<file path="config.mk">
export PLATFORM = sky130hd
export DESIGN_NAME = dram_port_arbiter
export DESIGN_NICKNAME = d
export VERILOG_FILES = /design/src/rtl/dram_port_arbiter.sv
export SDC_FILE = /design/constraint.sdc
export NUM_CORES = 1
export LEC_CHECK = 0
export BUFFER_PORTS_ARGS = -buffer_cell sky130_fd_sc_hd__clkbuf_2
export CAP_MARGIN = 20
export CORE_MARGIN = 10
export CORE_UTILIZATION = 66
export DETAILED_ROUTE_END_ITERATION = 10
export PLACE_DENSITY_LB_ADDON = 0.1
export SLEW_MARGIN = 20
export SYNTH_ARGS = -nofsm -noshare
export SYNTH_HDL_FRONTEND = slang
export SYNTH_SLANG_ARGS = --single-unit
</file>
<file path="constraint.sdc">
create_clock -name clk -period 5.3 [get_ports clk]
set_input_delay 0.53 -clock clk [delete_from_list [all_inputs] [get_ports clk]]
set_output_delay 0.53 -clock clk [all_outputs]
set_load 0.03 [all_outputs]
</file>
<file path="src/rtl/dram_port_arbiter.sv">
// dram_port_arbiter: round-robin two-requester arbiter onto a 64 x DATA_W distributed RAM (one RAM64X1D-style bit slice per data bit), with clear-on-reset sequencer, async monitor read port and busy flag
module dram_port_arbiter #(
  parameter int DATA_W = 2,
  parameter logic [DATA_W-1:0] INIT_VALUE = '0
) (
  input  logic              clk,
  input  logic              rst,
  input  logic              req0_valid,
  input  logic              req0_we,
  input  logic [5:0]        req0_addr,
  input  logic [DATA_W-1:0] req0_wdata,
  output logic              req0_ready,
  output logic              req0_rvalid,
  output logic [DATA_W-1:0] req0_rdata,
  input  logic              req1_valid,
  input  logic              req1_we,
  input  logic [5:0]        req1_addr,
  input  logic [DATA_W-1:0] req1_wdata,
  output logic              req1_ready,
  output logic              req1_rvalid,
  output logic [DATA_W-1:0] req1_rdata,
  input  logic [5:0]        mon_addr,
  output logic [DATA_W-1:0] mon_data,
  output logic              busy
);
  typedef enum logic {CLEAR, RUN} state_t;
  state_t r_state;
  logic [5:0] r_clr_addr;
  logic r_last;
  logic w_run, w_clr, w_g0, w_g1, w_we;
  logic [5:0] w_a;
  logic [DATA_W-1:0] w_d, w_spo;
  always_comb begin
    w_run = (r_state == RUN) && !rst;
    w_clr = (r_state == CLEAR) && !rst;
    w_g0 = w_run && req0_valid && (!req1_valid || r_last);
    w_g1 = w_run && req1_valid && (!req0_valid || !r_last);
    w_a = w_clr ? r_clr_addr : w_g0 ? req0_addr : w_g1 ? req1_addr : 6'd0;
    w_d = w_clr ? INIT_VALUE : w_g0 ? req0_wdata : w_g1 ? req1_wdata : '0;
    w_we = w_clr || (w_g0 && req0_we) || (w_g1 && req1_we);
    req0_ready = w_g0;
    req1_ready = w_g1;
    busy = rst || (r_state == CLEAR);
  end
  always_ff @(posedge clk) begin
    if (rst) begin
      r_state <= CLEAR;
      r_clr_addr <= '0;
      r_last <= 1'b1;
      req0_rvalid <= 1'b0;
      req1_rvalid <= 1'b0;
      req0_rdata <= '0;
      req1_rdata <= '0;
    end else begin
      r_state <= (r_state == CLEAR && r_clr_addr == 6'd63) ? RUN : r_state;
      r_clr_addr <= (r_state == CLEAR) ? r_clr_addr + 6'd1 : r_clr_addr;
      r_last <= w_g0 ? 1'b0 : w_g1 ? 1'b1 : r_last;
      req0_rvalid <= w_g0 && !req0_we;
      req1_rvalid <= w_g1 && !req1_we;
      req0_rdata <= (w_g0 && !req0_we) ? w_spo : req0_rdata;
      req1_rdata <= (w_g1 && !req1_we) ? w_spo : req1_rdata;
    end
  end
  genvar b;
  generate
    for (b = 0; b < DATA_W; b++) begin : g_bit
      logic [63:0] r_ram;
      always_ff @(posedge clk) begin
        if (w_we) r_ram[w_a] <= w_d[b];
      end
      assign w_spo[b] = r_ram[w_a];
      assign mon_data[b] = r_ram[mon_addr];
    end
  endgenerate
endmodule

</file>
* Word level (Yosys, flattened, before mapping)
Cells that the tools add are included.
** Storage, ports and cells
- Logic and storage cells :: 59
- Register bits :: 142
- Bits of input ports :: 28
- Output and inout port bits :: 11
** Cells by class
- Bitwise operators :: 1
- Reductions and logical operators :: 24
- $lt $le $gt $ge :: 3
- Equality and inequality tests :: 1
- Add/sub/neg operators :: 1
- Muxes and demuxes :: 20
** Operator list (number)
- bitwise mux 64 bit :: 2
- binary-select mux 1 bit (select 6 bit) :: 4
- two-way mux 6 bit :: 3
- less-than comparator 6 x 7 -> 1 bit (second input constant) :: 2
- logical AND 1 bit :: 12
- two-way mux 1 bit :: 7
- adder 6 x 1 -> 6 bit (second input constant) :: 1
- demux 1 bit (select 6 bit) :: 1
- equality test 6 bit (second input constant) :: 1
- >= comparator 6 x 1 -> 1 bit (second input constant) :: 1
- zero test 1 bit :: 6
- two-way mux 2 bit :: 3
- logical OR 1 bit :: 5
- nonzero test 2 bit :: 1
- NOT 1 bit :: 1

* Longest topological paths before layout
Gate-level depths: netlist of the first run.
- Depth after elaboration :: 12
- Gate-level depth with buffers :: 12
- Mapped depth without buffers :: 9

* Worst setup path before layout of the first run
Ideal clock, no wire load.
- Path type :: input-to-output
- From :: in mon_addr[1]
- To :: out mon_data[0]
- Buffers on the path :: 2
- Arrival :: 2606 ps
- Stages on the path :: 5
- Slack :: 2164 ps
- Required time :: 4770 ps
- Path through :: clkbuf_1 > buf_2 > mux4_2 > mux4_2 > mux4_2
** Between the ends
- Longest elaborated chain between the ends :: 2
** RTL lines
- from (decl) :: RTL line 22 : input logic [5:0] mon_addr,
- binary-select mux 1 bit (select 6 bit) :: RTL line 72 : assign mon_data[b] = r_ram[mon_addr];
- two-way mux 1 bit (not written as such) :: RTL line 72
- to (decl) :: RTL line 23 : output logic [DATA_W-1:0] mon_data,
Every way passes these cells. The select of a mux whose other input is x is not followed.

* Worst setup path after layout of the first run
Same ends and word-level chain as after synthesis.

==> impl_metrics.env, run 1 <==
export IMPL_critPathTopFamily="multiplexers"
export IMPL_preCtsSetupSlack_ns=1.52
export IMPL_p_clk_frac=0.450
export IMPL_slew_violations=0
export IMPL_synth_edf_count=128
export IMPL_p_leak_nw=2.89
export IMPL_regArea_mm2=0.00412
export IMPL_clockBufferDepth=2
export IMPL_avgRoutedWirePerCell_um=26.3
export IMPL_postSynthCellCount=518
export IMPL_synth_warnings=0
export IMPL_worst_path_buf_inv=3
export IMPL_tightest_slew_ns=1.12
export IMPL_hp_start="req0_we"
export IMPL_critPathKind="in2out"
export IMPL_core_area_mm2=0.0108
export IMPL_dp_hpwl_um=11700
export IMPL_intPower_w=0.00195
export IMPL_clk_pin_slew_ns=0.06
export IMPL_hold_class="in2reg"
export IMPL_numPortBuffers=38
export IMPL_crit_arrival_ns=3.20
export IMPL_worstSetupEndpointType="output pin"
export IMPL_gp_congestion=0.883
export IMPL_holdBufCountCts=0
export IMPL_drc=0
export IMPL_hold_depth=2
export IMPL_grt_pass1_wl_um=28200
export IMPL_peakVddDrop_uv=272
export IMPL_path_cells="clkbuf_2 -> buf_4 -> mux4_2 -> mux4_2 -> mux4_2 -> clkbuf_2"
export IMPL_fin_skew_ns=0.0103
export IMPL_num_nets_final=574
export IMPL_power_frac_comb=0.071
export IMPL_grt_use_total=0.233
export IMPL_grt_max_degree=65
export IMPL_maxCapViolCount=0
export IMPL_fp_dieW_um=125
export IMPL_status="finished, final reports clean"
export IMPL_cts_resized=0
export IMPL_r2r_start="r_state"
export IMPL_switching_share=0.229
export IMPL_power_switching_w=0.000578
export IMPL_netlist_top_cells_area="edfxtp_1, mux4_2, nor2_1, dfxtp_1, mux2i_1"
export IMPL_hold_end="req0_rvalid"
export IMPL_cp_depth=6
export IMPL_drive_gt1_frac=0.260
export IMPL_synth_top_area_frac=0.524
export IMPL_rows=38
export IMPL_finalSetupTns_ns=0
export IMPL_clk_latency_ns=0.55
export IMPL_power_density_mw_per_mm2=311
export IMPL_numClockSinks=142
export IMPL_ys_ff_latch=142
export IMPL_final_fill_count=672
export IMPL_first_pass_iters=5
export IMPL_viasPerCell=7.15
export IMPL_grt_pass1_vias=4803
export IMPL_dieArea_mm2=0.0157
export IMPL_timing_rr_end="g_bit[0].r_ram[19]"
export IMPL_fmax_mhz=268
export IMPL_r2r_slack_ns=1.78
export IMPL_rsz0062_at_grt="false"
export IMPL_htreeDepth=4
export IMPL_seqPwrFrac=0.479
export IMPL_setup_viol=0
export IMPL_vias=4993
export IMPL_insertedDiodeCount=0
export IMPL_synth_net_count=547
export IMPL_die_h_um=125
export IMPL_crit_path_max_fanout=17
export IMPL_ios=39
export IMPL_syn_area_mm2=0.00733
export IMPL_cts_root_buffer="clkbuf_8"
export IMPL_hold_ws_ns=0.227
export IMPL_slowest_stage="mux4_2"
export IMPL_grt_ovfl_total=0
export IMPL_min_period_over_period=0.704
export IMPL_cts_buffers=17
export IMPL_antenna_found_initial=0
export IMPL_synthArstFlopShare=0
export IMPL_syn_avg_cell_area_um2=14.1
export IMPL_crit_required_ns=4.77
export IMPL_multi_input_area_mm2=0.00302
export IMPL_crit_path_start_kind="input pin"
export IMPL_synthFlopType="edfxtp_1"
export IMPL_detail_route_antenna_nets=0
export IMPL_fin_ws_ns=1.57
export IMPL_totalWireLength_um=18300
export IMPL_hold_viol=0
export IMPL_cts_setup_buffers=0
export IMPL_cts_tree="done"
export IMPL_crit_top_cell="mux4_2"
export IMPL_max_slew_margin=0.256
export IMPL_cp_slowest_stage_delay_ns=0.56
export IMPL_drt_iter0_drc=736
export IMPL_areaGrowthSynthToFinish_pct=10.7
export IMPL_period_minus_slack_ns=3.73
export IMPL_seq_area_frac_synth=0.563
export IMPL_initial_core_util=0.676
export IMPL_synth_top_area_cell="edfxtp_1"
export IMPL_yosysUniqueCellTypes=64
export IMPL_rr_worst_depth=5
## metrics by stage
stage	utilization	total power, W	instance area [um2]	instances
finish	0.748	0.00253	8110	698
global route	0.748	0.00259	8110	698
CTS	0.747	0.00253	8090	698
detailed placement	0.695	0.00141	7530	666
global placement	0.695	0.00140	7530	666
floorplan	-	0.00136	7330	518
## power by group through the flow
stage               Combinational (W)  Clock (W)  Sequential (W)
floorplan                    0.000132          0         0.00123
CTS                          0.000176    0.00114         0.00121
finish                       0.000179    0.00114         0.00121
global route                 0.000188    0.00119         0.00121
global placement             0.000171          0         0.00123
detailed placement           0.000174          0         0.00123
## how the worst max path moves through the flow
stage | from | end | slack (ns)
floorplan | mon_addr[1] | mon_data[0] | 2.16
global placement | mon_addr[1] | mon_data[0] | 1.55
detailed placement | mon_addr[1] | mon_data[0] | 1.52
CTS | mon_addr[1] | mon_data[0] | 1.52
global route | mon_addr[1] | mon_data[0] | 1.40
finish | mon_addr[1] | mon_data[0] | 1.57
## cell usage in the layout (no fill, tap or decap), types with 14 or more instances in the layout
| cell | instances |
|---|---|
| edfxtp_1 | 128 |
| dfxtp_1 | 14 |
| nand3_1 | 31 |
| a21oi_1 | 18 |
| nand2_1 | 22 |
| clkbuf_16 | 16 |
| clkbuf_2 | 38 |
| mux2i_1 | 26 |
| mux4_2 | 45 |
| nor2_1 | 89 |
## synthesized netlist by cell type (4+ instances only)
cell type,instances
a221o_1,7
buf_2,17
nand3_1,31
o21ai_0,6
a31oi_1,7
inv_1,5
edfxtp_1,128
a22oi_1,5
nand2_1,22
mux4_2,45
and3_1,4
buf_6,5
dfxtp_1,14
a21oi_1,18
nor2_1,89
nor2b_1,4
mux4_1,7
mux2i_1,26
clkbuf_1,7
## final cells by class
class                           instances  area share
Sequential cell                       142       0.508
Clock inverter                         14      0.0176
Multi-Input combinational cell        338       0.372
Tap cell                              140      0.0216
Inverter                                5     0.00231
Timing Repair Buffer                   41      0.0262
Clock buffer                           18      0.0515
## cells by family after synthesis
kind of cell / synth area share
compound gates: 0.0866
xor+xnor: 0.00478
fa+ha+maj: 0.00171
buf+inv: 0.0285
flops: 0.563
mux: 0.202
simple gates: 0.114
## registers in the layout (all words and copies together) (netlist names)
register,flops
r_state,1
req1_rvalid,1
g_bit.r_ram,128
req0_rvalid,1
r_last,1
req0_rdata,2
req1_rdata,2
r_clr_addr,6
## per-layer routing
| layer | track usage | up-vias | routed length, um |
|---|---|---|---|
| li1 | - | 2122 | - |
| met1 | 0.300 | 2471 | 7080 |
| met2 | 0.363 | 355 | 8780 |
| met3 | 0.0693 | 45 | 1980 |
| met4 | 0.0928 | 0 | 500 |
| met5 | 0 | - | 0 |
(Power assumes the default switching activity.)
==> run 2, diff against run 1 <==
- ABC_AREA: unset -> 1
- CORE_UTILIZATION: 66 -> 61
- clock period: 5.3 -> 3.85 ns (I/O delays scaled with it)
==> run 2 against run 1 <==
Net effect: sequential share of layout area is 0.98 points lower; sequential cell count stayed put; clock power is 46% higher; final cell count is 51% higher; critical path depth is 4 higher; highest routed layer unchanged.
==> impl_metrics.env, run 2 <==
export IMPL_crit_path_max_fanout=62
export IMPL_post_synth_top_count_cell="nor2_1"
export IMPL_totalWireLength_um=22000
export IMPL_critPathTopFamily="buffers and inverters"
export IMPL_initial_core_util=0.617
export IMPL_htreeDepth=4
export IMPL_dieArea_mm2=0.0168
export IMPL_clk_latency_ns=0.42
export IMPL_fp_dieW_um=130
export IMPL_path_cells="clkbuf_2 -> clkinv_1 -> buf_4 -> o21ai_0 -> o22ai_1 -> o21ai_0 -> o22ai_1 -> o211ai_1 -> nand2_1 -> clkbuf_2"
export IMPL_min_period_over_period=0.814
export IMPL_antenna_found_initial=0
export IMPL_maxCapViolCount=0
export IMPL_synth_net_count=894
export IMPL_synth_top_area_cell="edfxtp_1"
export IMPL_cts_resized=0
export IMPL_synthTopCellsByCount="nor2_1, nand2_1, edfxtp_1"
export IMPL_multi_input_area_mm2=0.00290
export IMPL_vias=6673
export IMPL_seq_area_frac_synth=0.561
export IMPL_power_density_mw_per_mm2=438
export IMPL_reg_top3="g_bit.r_ram: 128 flops, r_clr_addr: 6 flops"
export IMPL_clk_pin_slew_ns=0.06
export IMPL_numClockSinks=142
export IMPL_grt_max_degree=65
export IMPL_largest_reg_flops=128
export IMPL_netlist_top_cells_area="edfxtp_1, nor2_1, nand3_1, nand2_1, o21ai_0"
export IMPL_ys_ff_latch=142
export IMPL_syn_area_mm2=0.00735
export IMPL_finalSetupTns_ns=0
export IMPL_hold_class="in2reg"
export IMPL_final_common_cell="nor2_1"
export IMPL_tightest_slew_ns=0.779
export IMPL_gp_congestion=1.02
export IMPL_max_slew_margin=0.479
export IMPL_grt_use_total=0.270
export IMPL_fin_skew_ns=0.00610
export IMPL_setup_viol=0
export IMPL_crit_path_start_kind="input pin"
export IMPL_cts_tree="done"
export IMPL_core_area_mm2=0.0119
export IMPL_final_fill_count=943
export IMPL_ios=39
export IMPL_critPathKind="in2out"
export IMPL_cp_slowest_stage_delay_ns=0.55
export IMPL_synth_top_area_frac=0.523
export IMPL_worstSetupEndpointType="output pin"
export IMPL_viasPerCell=6.33
export IMPL_synth_edf_count=128
export IMPL_peakVddDrop_uv=556
export IMPL_crit_arrival_ns=2.75
export IMPL_fin_area_mm2=0.00827
export IMPL_crit_required_ns=3.46
export IMPL_numPortBuffers=38
export IMPL_yosysUniqueCellTypes=31
export IMPL_regArea_mm2=0.00412
export IMPL_insertedDiodeCount=0
export IMPL_dpl_cell_area_mm2=0.00767
export IMPL_first_pass_iters=6
export IMPL_synthFlopType="edfxtp_1"
export IMPL_slowest_stage="buf_4"
export IMPL_num_nets_final=923
export IMPL_drive_gt1_frac=0.108
export IMPL_fmax_mhz=319
export IMPL_hold_viol=0
export IMPL_p_leak_nw=3.36
export IMPL_cts_root_buffer="clkbuf_16"
export IMPL_rows=40
export IMPL_final_cell_mix="nor2_1, nand2_1, edfxtp_1, nand3_1, o21ai_0"
export IMPL_die_h_um=130
export IMPL_avgRoutedWirePerCell_um=20.9
export IMPL_cts_setup_buffers=0
export IMPL_syn_avg_cell_area_um2=8.50
export IMPL_status="finished, final reports clean"
export IMPL_synth_warnings=0
export IMPL_detail_route_antenna_nets=0
export IMPL_slew_violations=0
export IMPL_dp_hpwl_um=14000
export IMPL_holdBufCountCts=0
export IMPL_rsz0062_at_grt="false"
export IMPL_worst_path_buf_inv=4
export IMPL_postSynthCellCount=865
export IMPL_areaGrowthSynthToFinish_pct=12.5
export IMPL_period_minus_slack_ns=3.13
export IMPL_synthArstFlopShare=0
export IMPL_grt_pass1_vias=6453
export IMPL_top_register="g_bit.r_ram"
export IMPL_cts_buffers=17
export IMPL_grt_pass1_wl_um=34500
export IMPL_clockBufferDepth=2
export IMPL_grt_ovfl_total=0
export IMPL_drc=0
export IMPL_drt_iter0_drc=845
[run 2: path summary, 6_finish.rpt]
check           startpoint                 end  slack (ns)  cells after the start
max reg2reg        r_state  g_bit[1].r_ram[51]        0.93                      8
min                req1_we         req1_rvalid        0.20                      2
max            mon_addr[0]         mon_data[1]        0.72                     10
min reg2reg  r_clr_addr[4]       r_clr_addr[4]        0.53                      2
[run 2: power breakdown]
group	total, W	internal, W	leakage (nW)	switching (W)
Sequential	0.00167	0.00166	1.38	0.00000426
Clock	0.00166	0.00102	0.285	0.000645
Combinational	0.000297	0.0000842	1.70	0.000213
Total	0.00363	0.00276	3.36	0.000862
[run 2: cells by family (layout without fill, tap and decap cells)]
| family | Yosys count | after routing | share of synthesized area |
|---|---|---|---|
| flip-flops | 142 | 142 | 0.561 |
| buffers and inverters | 84 | 126 | 0.0463 |
| AO/OA/AOI/OAI | 142 | 142 | 0.110 |
| AND/OR/NAND/NOR | 496 | 496 | 0.280 |
| adder cells (fa/ha/maj) | 1 | 1 | 0.00170 |
[run 2: per-layer routing]
metal	routed length [um]	track usage	share of wire	up-vias
li1	-	-	-	3059
met1	8440	0.331	0.38	3095
met2	10100	0.431	0.46	438
met3	2590	0.0726	0.12	81
met4	941	0.137	0.043	0
met5	0	0	0	-
[run 2: layout make-up]
type	instances	area share
clock inverters	14	0.0201
multi-input cells	639	0.350
well taps	147	0.0222
flip-flops and latches	142	0.499
inverters	37	0.0168
clock buffers	18	0.0519
repair buffers	57	0.0402
[run 2: per-stage QoR]
stage / hold slack (ns) / setup WS, ns / std cells / total power (W) / utilization
final: 0.197 / 0.716 / 1054 / 0.00363 / 0.694
after global routing: 0.206 / 0.574 / 1054 / 0.00373 / 0.694
after CTS: 0.183 / 0.850 / 1054 / 0.00363 / 0.694
after detailed placement: 0.515 / 0.854 / 1022 / 0.00198 / 0.644
after global placement: 0.501 / 0.874 / 1022 / 0.00198 / 0.644
after floorplan: 0.455 / 1.37 / 865 / 0.00188 / -
